## src/rtl/t5_pkg.sv

```systemverilog
// Shared definitions for the t5 data-memory initiator.
// Provides access-size codes, FSM state encoding and the default abort limit.
package t5_pkg;

  localparam logic [1:0] SZ_B = 2'b00;
  localparam logic [1:0] SZ_H = 2'b01;
  localparam logic [1:0] SZ_W = 2'b10;

  localparam int TMO_DEF = 16;

  typedef enum logic {
    ST_IDLE = 1'b0,
    ST_BUSY = 1'b1
  } state_t;

endpackage

```

## src/rtl/t5_dmem_lane.sv

```systemverilog
// Byte-lane steering for data accesses: lane select, replicated store data
// and misalignment flag from size, address offset and rs2 data (all comb).
module t5_dmem_lane
  import t5_pkg::*;
#(
  parameter int XLEN = 32
) (
  input  logic [1:0]      size,
  input  logic [1:0]      off,
  input  logic [XLEN-1:0] dat,
  output logic [3:0]      sel,
  output logic [XLEN-1:0] dto,
  output logic            mis
);

  always_comb begin
    sel = 4'h0;
    dto = dat;
    mis = 1'b0;
    case (size)
      SZ_B: begin
        sel = 4'b0001 << off;
        dto = {4{dat[7:0]}};
      end
      SZ_H: begin
        sel = off[1] ? 4'hC : 4'h3;
        dto = {2{dat[15:0]}};
        mis = off[0];
      end
      SZ_W: begin
        sel = 4'hF;
        dto = dat;
        mis = |off;
      end
      // size 11 has no legal access
      default: mis = 1'b1;
    endcase
  end

endmodule

```

## src/rtl/t5_dmem.sv

```systemverilog
// Wishbone data-port initiator driven by the X stage: issues classic
// load/store cycles, stalls the pipeline until ack or timeout abort.
// Ports: sclk/srst, X-stage request (xld/xst/xfn3/xadr/xdat/xhart/sena),
// Wishbone master (dwb_*), xsel/dhart to load-extension, dstall/dmis/derr.
module t5_dmem
  import t5_pkg::*;
#(
  parameter int XLEN = 32,
  parameter int TMO  = TMO_DEF
) (
  input  logic            sclk,
  input  logic            srst,
  input  logic            sena,
  input  logic            xld,
  input  logic            xst,
  input  logic [2:0]      xfn3,
  input  logic [XLEN-1:0] xadr,
  input  logic [XLEN-1:0] xdat,
  input  logic [1:0]      xhart,
  output logic [XLEN-3:0] dwb_adr,
  output logic [XLEN-1:0] dwb_dto,
  output logic [3:0]      dwb_sel,
  output logic            dwb_stb,
  output logic            dwb_cyc,
  output logic            dwb_wre,
  input  logic            dwb_ack,
  output logic [3:0]      xsel,
  output logic [1:0]      dhart,
  output logic            dstall,
  output logic            dmis,
  output logic            derr
);

  localparam int CW = $clog2(TMO) + 1;
  localparam logic [CW-1:0] CLAST = CW'(TMO - 1);

  state_t          st;
  logic [CW-1:0]   cnt;
  logic            done;
  logic [3:0]      sel;
  logic [XLEN-1:0] dto;
  logic            mis;
  logic            xreq;
  logic            launch;
  logic            busy;
  logic            last;
  logic            unused;

  assign unused = xfn3[2];

  t5_dmem_lane #(
    .XLEN(XLEN)
  ) u_lane (
    .size(xfn3[1:0]),
    .off (xadr[1:0]),
    .dat (xdat),
    .sel (sel),
    .dto (dto),
    .mis (mis)
  );

  assign xreq   = (xld | xst) & ~mis;
  assign busy   = (st == ST_BUSY);
  assign last   = (cnt == CLAST);
  // done keeps a completed-but-not-advanced instruction from reissuing
  assign launch = (st == ST_IDLE) & xreq & ~done;
  assign dstall = launch | (busy & ~dwb_ack & ~last);
  assign dmis   = (xld | xst) & mis;

  always_ff @(posedge sclk or posedge srst) begin
    if (srst) begin
      st      <= ST_IDLE;
      cnt     <= '0;
      done    <= 1'b0;
      derr    <= 1'b0;
      dwb_stb <= 1'b0;
      dwb_cyc <= 1'b0;
      dwb_wre <= 1'b0;
      dwb_adr <= '0;
      dwb_dto <= '0;
      dwb_sel <= 4'h0;
      xsel    <= 4'h0;
      dhart   <= 2'b00;
    end else begin
      derr <= 1'b0;
      if (sena) done <= 1'b0;
      case (st)
        ST_IDLE: begin
          if (launch) begin
            st      <= ST_BUSY;
            cnt     <= '0;
            dwb_stb <= 1'b1;
            dwb_cyc <= 1'b1;
            dwb_wre <= xst;
            dwb_adr <= xadr[XLEN-1:2];
            dwb_dto <= dto;
            dwb_sel <= sel;
            xsel    <= sel;
            dhart   <= xhart;
          end
        end
        ST_BUSY: begin
          if (dwb_ack || last) begin
            st      <= ST_IDLE;
            dwb_stb <= 1'b0;
            dwb_cyc <= 1'b0;
            // ack beats a coincident timeout
            derr    <= ~dwb_ack;
            done    <= ~sena;
          end else begin
            cnt <= cnt + 1'b1;
          end
        end
        default: st <= ST_IDLE;
      endcase
    end
  end

endmodule

```

## config.mk

```make
export PLATFORM = sky130hd
export DESIGN_NAME = t5_dmem
export DESIGN_NICKNAME = d
export VERILOG_FILES = /design/src/rtl/t5_pkg.sv /design/src/rtl/t5_dmem_lane.sv /design/src/rtl/t5_dmem.sv
export SDC_FILE = /design/constraint.sdc
export NUM_CORES = 1
export LEC_CHECK = 0
export CELL_PAD_IN_SITES_DETAIL_PLACEMENT = 0
export CELL_PAD_IN_SITES_GLOBAL_PLACEMENT = 2
export CORE_UTILIZATION = 25
export CTS_CLUSTER_DIAMETER = 40
export CTS_CLUSTER_SIZE = 40
export DETAILED_ROUTE_END_ITERATION = 16
export PLACE_DENSITY_LB_ADDON = 0.2
export SLEW_MARGIN = 5
export SYNTH_ARGS = -nofsm -noshare
export SYNTH_HDL_FRONTEND = slang
export SYNTH_SLANG_ARGS = --single-unit
```

## constraint.sdc

```tcl
create_clock -name sclk -period 2.7 [get_ports sclk]
set_input_delay 0.54 -clock sclk [delete_from_list [all_inputs] [get_ports sclk]]
set_output_delay 0.54 -clock sclk [all_outputs]
set_load 0.02 [all_outputs]
```

; Word-level counts from Yosys, hierarchy flattened
; Cells that the tools add are included.
[totals]
register_bits = 78
ram_bits = 0
memories = 0
latch_bits = 0
rom_bits = 0
output_inout_bits = 78
input_bits = 75
[op_classes]
mux = 18
eq_ne = 6
shifts = 1
n_reduce_logical = 6
bitwise_logic = 14
n_mul = 0
order_cmp = 0
div_mod_pow = 0
add_sub_neg = 1
[op_table]
columns = operator, n
row1 = one-hot mux 32 bit (2 select lines), 1
row2 = one-hot mux 4 bit (3 select lines), 1
row3 = 2-to-1 mux 5 bit, 2
row4 = one-hot mux 5 bit (2 select lines), 1
row5 = 2-to-1 mux 1 bit, 9
row6 = AND 1 bit, 6
row7 = inverter 1 bit, 6
row8 = AND reduction 2 bit, 3
row9 = adder 5 x 1 -> 5 bit (second input constant), 1
row10 = == test 5 x 4 -> 1 bit (second input constant), 1
row11 = 2-to-1 mux 4 bit, 1
row12 = inequality test 2 bit (second input constant), 2
row13 = one-hot mux 1 bit (2 select lines), 2
row14 = << shifter 1 x 2 -> 4 bit (first input constant), 1
row15 = one-hot mux 1 bit (3 select lines), 1
row16 = == test 2 x 1 -> 1 bit (second input constant), 1
row17 = == test 2 bit (second input constant), 1
row18 = zero test 2 bit, 1
row19 = inequality test 2 x 1 -> 1 bit (second input constant), 1
row20 = bitwise OR 1 bit, 2
row21 = OR reduction 2 bit, 1
row22 = logical OR 1 bit, 1

; Logic depth before layout (Yosys ltp)
[depth]
ltp_word = 8
mapped_depth = 7

; Modules after synthesis
; Synthesis repeated with hierarchy kept, for this count alone.
[hier_totals]
cells_unflattened = 263
hier_area_um2 = 3906.2
[modules_own_cells]
columns = module, seq_area_each_um2, n_inst, cells_per_inst, area_each_um2
row1 = t5_dmem, 1951.9, 1, 194, 3331.9
row2 = t5_dmem_lane, 0.0, 1, 69, 574.3

; Least setup slack after synthesis
; No wires, ideal clock.
[synth_path]
kind = register -> output
from = register cnt[0]
to = output port dstall
path_stages_with_launch = 7
required_ns = 2.160
setup_slack_ns = 0.342
arrival_time_ns = 1.818
cell_sequence = dfrtp_1 ha_1 and3_1 ha_1 or3b_2 clkbuf_1 o41ai_1
[synth_via]
elab_chain_cells = 4
[synth_lines]
columns = item, line
row1 = "start, declared", t5_dmem.sv:38  ; logic [CW-1:0] cnt;
row2 = "start signal, assigned", t5_dmem.sv:111  ; cnt <= cnt + 1'b1;
row3 = == test 5 x 4 -> 1 bit, t5_dmem.sv:64  ; assign last = (cnt == CLAST);
row4 = inverter 1 bit, t5_dmem.sv:67  ; assign dstall = launch | (busy & ~dwb_ack & ~last);
row5 = AND 1 bit, t5_dmem.sv:67
row6 = bitwise OR 1 bit, t5_dmem.sv:67
row7 = "end, declared", t5_dmem.sv:29  ; output logic dstall,
; Every way passes these cells.

; Worst setup path in the final report
; Same ends and word-level chain as after synthesis.

==> impl_metrics.toml <==
[status]
status = "finished, final reports clean"

[clock_tree]
cts_tree = "built"
cts_buffers = 9
clkSlewWorstSetupHoldPaths_ns = 0.06
insertion_delay_ns = 0.34
holdBufCountCts = 0
cts-htree-levels = 3
cts.sinks = 78
clock-root-buffer = "clkbuf_16"
clk_path_buf_depth = 2

[synth]
yosysSeqAreaShare_pct = 50.9
yosysWarnings = 0
avgSynthCellArea_um2 = 14.4
synthTopCellsByArea = "dfrtp_1 (51%), mux2_4 (25%), mux2_2 (4.7%)"
synth_top_area_share_pct = 50.9
synth_cells = 266
syn_area_um2 = 3840
async_flop_share_pct = 100
synth.distinct_cells = 39
synth_edf_count = 0
yosysTopAreaCell = "dfrtp_1"
synthFlopType = "dfrtp_1"
synth-seq-cells = 78
syn_nets = 343

[placement]
gp_congestion = 0.729
io_buffers = 151
dp.cells = 598
hpwl_mm = 6.69

[sta]
period_share_pct = 95.2
skew_ns = 0.00411
rsz0062_at_grt = "false"
final-setup-viol-count = 0
finalHoldViolations = 0
slew_viol_final = 0
period_needed_ns = 2.57
worst_pin_slew_ns = 0.820
max_slew_margin_pct = 45.1
hold-worst-slack_ns = 0.408
fmax_mhz = 389

[pwr]
power_density_nw_per_um2 = 921
p_leak_nw = 2.66
ir_drop_v = 0.000307
report.power.total_mw = 5.40

[global_routing]
grt_max_degree = 44
use_met1_pct = 17.3
grt_pass1_vias = 2890
grt_overflow_total = 0
grt_busiest_layer = "met2"
antenna_found_initial = 0
met3_usage_pct = 4.97
grt_util_met2_pct = 17.9
gr-usage-all-layers_pct = 12.8
grt_pass1_wl_mm = 15.6

[cells_and_area]
diodes = 0
area_growth_pct = 53.0
final_common_cell = "clkdlybuf4s50_1"
nNetsFinal = 502
drive_gt1_share_pct = 29.5
final_cell_count_no_fill = 614
final_cell_mix = "clkdlybuf4s50_1 (149), dfrtp_1 (78), mux2_4 (65)"

[floorplanning]
fp.dieArea_um2 = 15800
die-height_um = 126
die_w_um = 126
floorplan.initialDensity_pct = 26.0
rows = 44
core_area_um2 = 14800
ioPinCount = 153

[drt]
drt_first_pass_iters = 4
routedWlPerCell_um = 15.9
ant_nets = 0
vias = 2695
drc = 0
drtIter0Drc = 81
drt_wl_total_mm = 9.75
via_per_inst = 4.39

[setup_path]
crit_fanout = 2
worst_setup_path_end_kind = "primary output"
start_kind = "register"
worstPathRequired_ns = 2.16
worstSetupPathType = "register to primary output"
arrival_ns = 2.03

[run]
maxCapViolCount = 0

[hold_path]
hp-class = "input pin to asynchronous set/reset pin"
-- cells by family after synthesis --
family,synth area share [%]
flops,50.9
mux,32.5
fa+ha+maj,0.652
buf+inv,4.79
xor+xnor,0.228
simple gates,5.22
compound gates,5.74
-- worst paths after layout --
| check | start | endpoint | slack (ns) | cells after the start |
|---|---|---|---|---|
| max | cnt[0]$_DFFE_PP0P_ | dstall | 0.13 | 6 |
| min | srst | dhart[1]$_DFFE_PP0P_ | 0.41 | 2 |
| min reg2reg | dwb_adr[19]$_DFFE_PP0P_ | dwb_adr[19]$_DFFE_PP0P_ | 0.51 | 1 |
| max reg2reg | busy$_DFF_PP0_ | dwb_dto[9]$_DFFE_PP0P_ | 0.55 | 5 |
| max in group asynchronous | srst | dwb_dto[10]$_DFFE_PP0P_ | 1.67 | 3 |
| min in group sclk | dwb_adr[19]$_DFFE_PP0P_ | dwb_adr[19]$_DFFE_PP0P_ | 0.51 | 1 |
-- repair_timing --
action / CTS / global route
setup buffers: 0 / 0
setup endpoints to repair: 1 / 2
resized for setup: 5 / 2
-- final cells by class --
cell class / instances / area, um2
clock buffer: 10 / 229
clock inverter: 6 / 38.8
fill: 1433 / 8880
sequential: 78 / 1950
timing repair buffer: 171 / 1700
multi-input combinational: 161 / 1710
inverter: 4 / 16.3
tap: 184 / 230
-- metrics by stage --
stage | area (um2) | TNS, ns | utilization, % | worst slack (ns)
finish | 5870 | 0 | 39.8 | 0.129
global route | 5870 | 0 | 39.8 | 0.0278
CTS | 5860 | 0 | 39.7 | 0.000541
detailed placement | 5600 | -0.118 | 38.0 | -0.118
global placement | 5600 | -0.139 | 38.0 | -0.139
floorplan | 3840 | 0 | - | 0.165
-- sequential cells by signal (all words and copies together), names as in the netlist --
| register | flops |
|---|---|
| busy | 1 |
| cnt | 5 |
| derr | 1 |
| dhart | 2 |
| done | 1 |
| dwb_adr | 30 |
| dwb_cyc | 1 |
| dwb_dto | 32 |
| dwb_wre | 1 |
| xsel | 4 |
-- per-layer routing --
metal  vias to the layer above  wire length [um]
met2                       118              3940
li1                       1271                 -
met5                         -                 0
met1                      1293              4700
met3                        13               921
met4                         0               189
-- report_power, final --
part	switching, mW	internal (mW)
clock	0.504	0.620
sequential	0.248	1.58
combinational	1.03	1.42
total	1.78	3.62
-- Yosys cell counts (all sizes together), types with 3 or more instances --
| cell type | count |
|---|---|
| or3b | 3 |
| clkbuf | 8 |
| o21ai | 10 |
| buf | 15 |
| a31o | 3 |
| nand2 | 14 |
| inv | 4 |
| o41ai | 4 |
| mux2i | 9 |
| dfrtp | 78 |
| mux2 | 81 |
| nor2 | 5 |
-- worst max-delay path: stages (launching register included) --
cell     delay (ns)
dfrtp_1        0.39
ha_1           0.22
and3_1         0.20
ha_1           0.20
or3b_4         0.41
o41ai_1        0.07
buf_2          0.22
No activity file was read; power rests on OpenSTA's default activity.
==> RTL edit, RTL diff (same settings) <==
Change the package constant `TMO_DEF` from 16 to 32.
--- a/src/rtl/t5_pkg.sv
+++ b/src/rtl/t5_pkg.sv
@@ -7,5 +7,5 @@
   localparam logic [1:0] SZ_W = 2'b10;
 
-  localparam int TMO_DEF = 16;
+  localparam int TMO_DEF = 32;
 
   typedef enum logic {
Formal check against the unedited RTL: same outputs for any inputs over 10 cycles, from zero or initial values and one cycle with srst high; that may be too few to reach the edited logic, so the function may still have changed.
==> RTL edit against the unedited design <==
- wire length decreased by 7.6%
- setup slack got worse by 67 ps
- synthesized cell count increased by 11%
- sequential cell count increased by 1
- area after synthesis decreased by 7.9%
- total power decreased by 3.8%
- via count decreased by 0.30%
- worst hold slack improved by 9.6 ps
- combinational power decreased by 13%
- first-iteration DRC count increased by 28%
- final area decreased by 5.7%
- largest cell class unchanged
==> RTL edit: results (changes against the unedited design) <==
| Metric | Value |
|---|---|
| Status | `completed` |
| Fraction of the yosys area taken by sequential cells | `55.9% (+5.1 points)` |
| Max-Slew Margin vs Limit | `71.7% (+27 points)` |
| Syn nets | `372 (+8.5%)` |
| Depth of the most critical reg-to-reg path | `5 (unchanged)` |
| Final-layout worst hold slack | `418 ps (+9.65 ps)` |
| Antenna Cells | `0 (unchanged)` |
| CTS clock-pin slew for the worst setup and hold paths | `60 ps (about the same)` |
| Post-DR wirelength/cell | `14.2 um (-10%)` |
| All-layer global routing usage | `13.2% (+0.39 points)` |
| Wire length of the first global-routing pass | `14500 um (-6.6%)` |
| Mean area per synthesized cell | `11.9 sq um (-17%)` |
| DP Worst Slack | `61.9 ps (+180 ps)` |
| CP peak stage delay | `660 ps (+250 ps)` |
| Number of vias per cell | `4.24 (-3.3%)` |
| Number of unique standard cell types used by synthesis | `38 (-2.6%)` |
| Arrival time of data at the critical path endpoint | `2100 ps (+70 ps)` |
| Largest driver fanout on the critical path | `3 (+1)` |
| Reg-to-reg endpoint | `dwb_adr[15]` |
| Critical Path Source | `xadr[0]` |
| Slowest CP cell | `clkdlybuf4s50_1` |
| Buffers on Ports | `151 (unchanged)` |
| Peak VDD IR | `0.000469 V (+53%)` |
| Register-to-register setup slack | `890 ps (+340 ps)` |
| Standard cell area after detailed placement | `5240 sq um (-6.4%)` |
| Maximum number of pins on one net before global-route repair | `75 (+70%)` |
| CTS Root Buffer Type | `clkbuf_16` |
| CTS H-tree lvls | `3 (unchanged)` |
| Layout Nets | `524 (+4.4%)` |
| Final cell count without fillers | `633 (+3.1%)` |
| Fraction of registers with async set or reset after synthesis | `100% (unchanged)` |
| Num CTS Buffers | `9 (unchanged)` |
| Number of iterations in the first detailed-routing pass | `4 (unchanged)` |
| Static leakage power | `0.00236 uW (-11%)` |
| Final Skew | `7.15 ps (+3.04 ps)` |
| Leading post-synthesis cells by cell area | `dfrtp_1, mux2_2, mux2i_1` |
| Number of cells upsized or downsized after cts | `0 (-5)` |
| Setup bufs post-CTS | `0 (unchanged)` |
| Worst Hold Class | `in -> async` |
| Clock latency of the later-clocked register in the worst-skew pair | `340 ps (about the same)` |
| Detail Placement HPWL | `6430 um (-3.9%)` |
| Final GP Congestion | `0.699 (-4.1%)` |
| Number of buffers between clock root and the deepest sink | `2 (unchanged)` |
| Commonest cells in the synthesized netlist | `dfrtp_1, mux2_2, nand2_1, o21ai_0, mux2i_1` |
| Regs by FF count | `dwb_dto x32, dwb_adr x30, cnt x6` |
| Iter 0 DRT Violations | `104 (+28%)` |
| Post-placement cell count | `617 (+3.2%)` |
| Vias in the first global route | `2789 (-3.5%)` |
| Fraction of layout instances using a drive strength above 1 | `17.2% (-12 points)` |
| Initial antenna violation count | `0 (unchanged)` |
| Power dissipated by switching net loads | `1730 uW (-3.1%)` |
| Warning count from the yosys run | `0 (unchanged)` |
| Launch point of the worst reg-to-reg path | `busy` |
## RTL edit: changes by cell type after synthesis, sizes merged, moves of 4 or more
cell / delta
mux2i: +16
o41ai: -4
nor2: +8
o21ai: +20
nand2: +21
a21oi: +13
nand3: +6
mux2: -40
## RTL edit: worst max-delay path by stage
stage | endpoint | slack (ps) | depth (start not counted)
4_1_cts | dmis | 60 | 4
5_1_grt | dstall | 3 | 5
3_3_place_gp | dstall | 60 | 5
6_report | dmis | 60 | 4
2_1_floorplan | busy | 140 | 1
3_5_place_dp | dstall | 60 | 5
## RTL edit: cells by family after synthesis
group / count (synthesis) / synth area share, %
flops: 79 / 55.9
buf+inv: 28 / 4.85
fa+ha+maj: 1 / 0.354
simple gates: 70 / 9.28
mux: 66 / 20.8
compound gates: 52 / 8.78
## RTL edit: power groups by stage
stage          logic [uW]  registers (uW)  clock network (uW)
3_3_place_gp         2170            1850                   0
3_5_place_dp         2170            1860                   0
2_1_floorplan         653            2310                   0
5_1_grt              2310            1900                1320
6_report             2140            1840                1210
4_1_cts              2180            1850                1270
## RTL edit: critical path: cells and delay by family
kind	cells	cell delay (ps)
and+or+nand+nor	1	210
buffers and inverters	2	1240
AOI/OAI and AO/OA	1	110
## RTL edit: area by class of cell
type	instances	area [sq um]
Clock inverter	4	45.0
Clock buffer	12	246
Timing Repair Buffer	164	1630
Inverter	5	20.0
Sequential cell	79	1980
Fill cell	1355	8290
Multi-Input combinational cell	189	1390
Tap cell	180	225
## RTL edit: metal layers
layer,global-route usage (%),part of all wire [%],up-vias
li1,-,-,1320
met1,16.7,46,1250
met3,7.38,11,6
met4,4.63,1.1,0
met5,0,0,-
met2,18.7,42,111
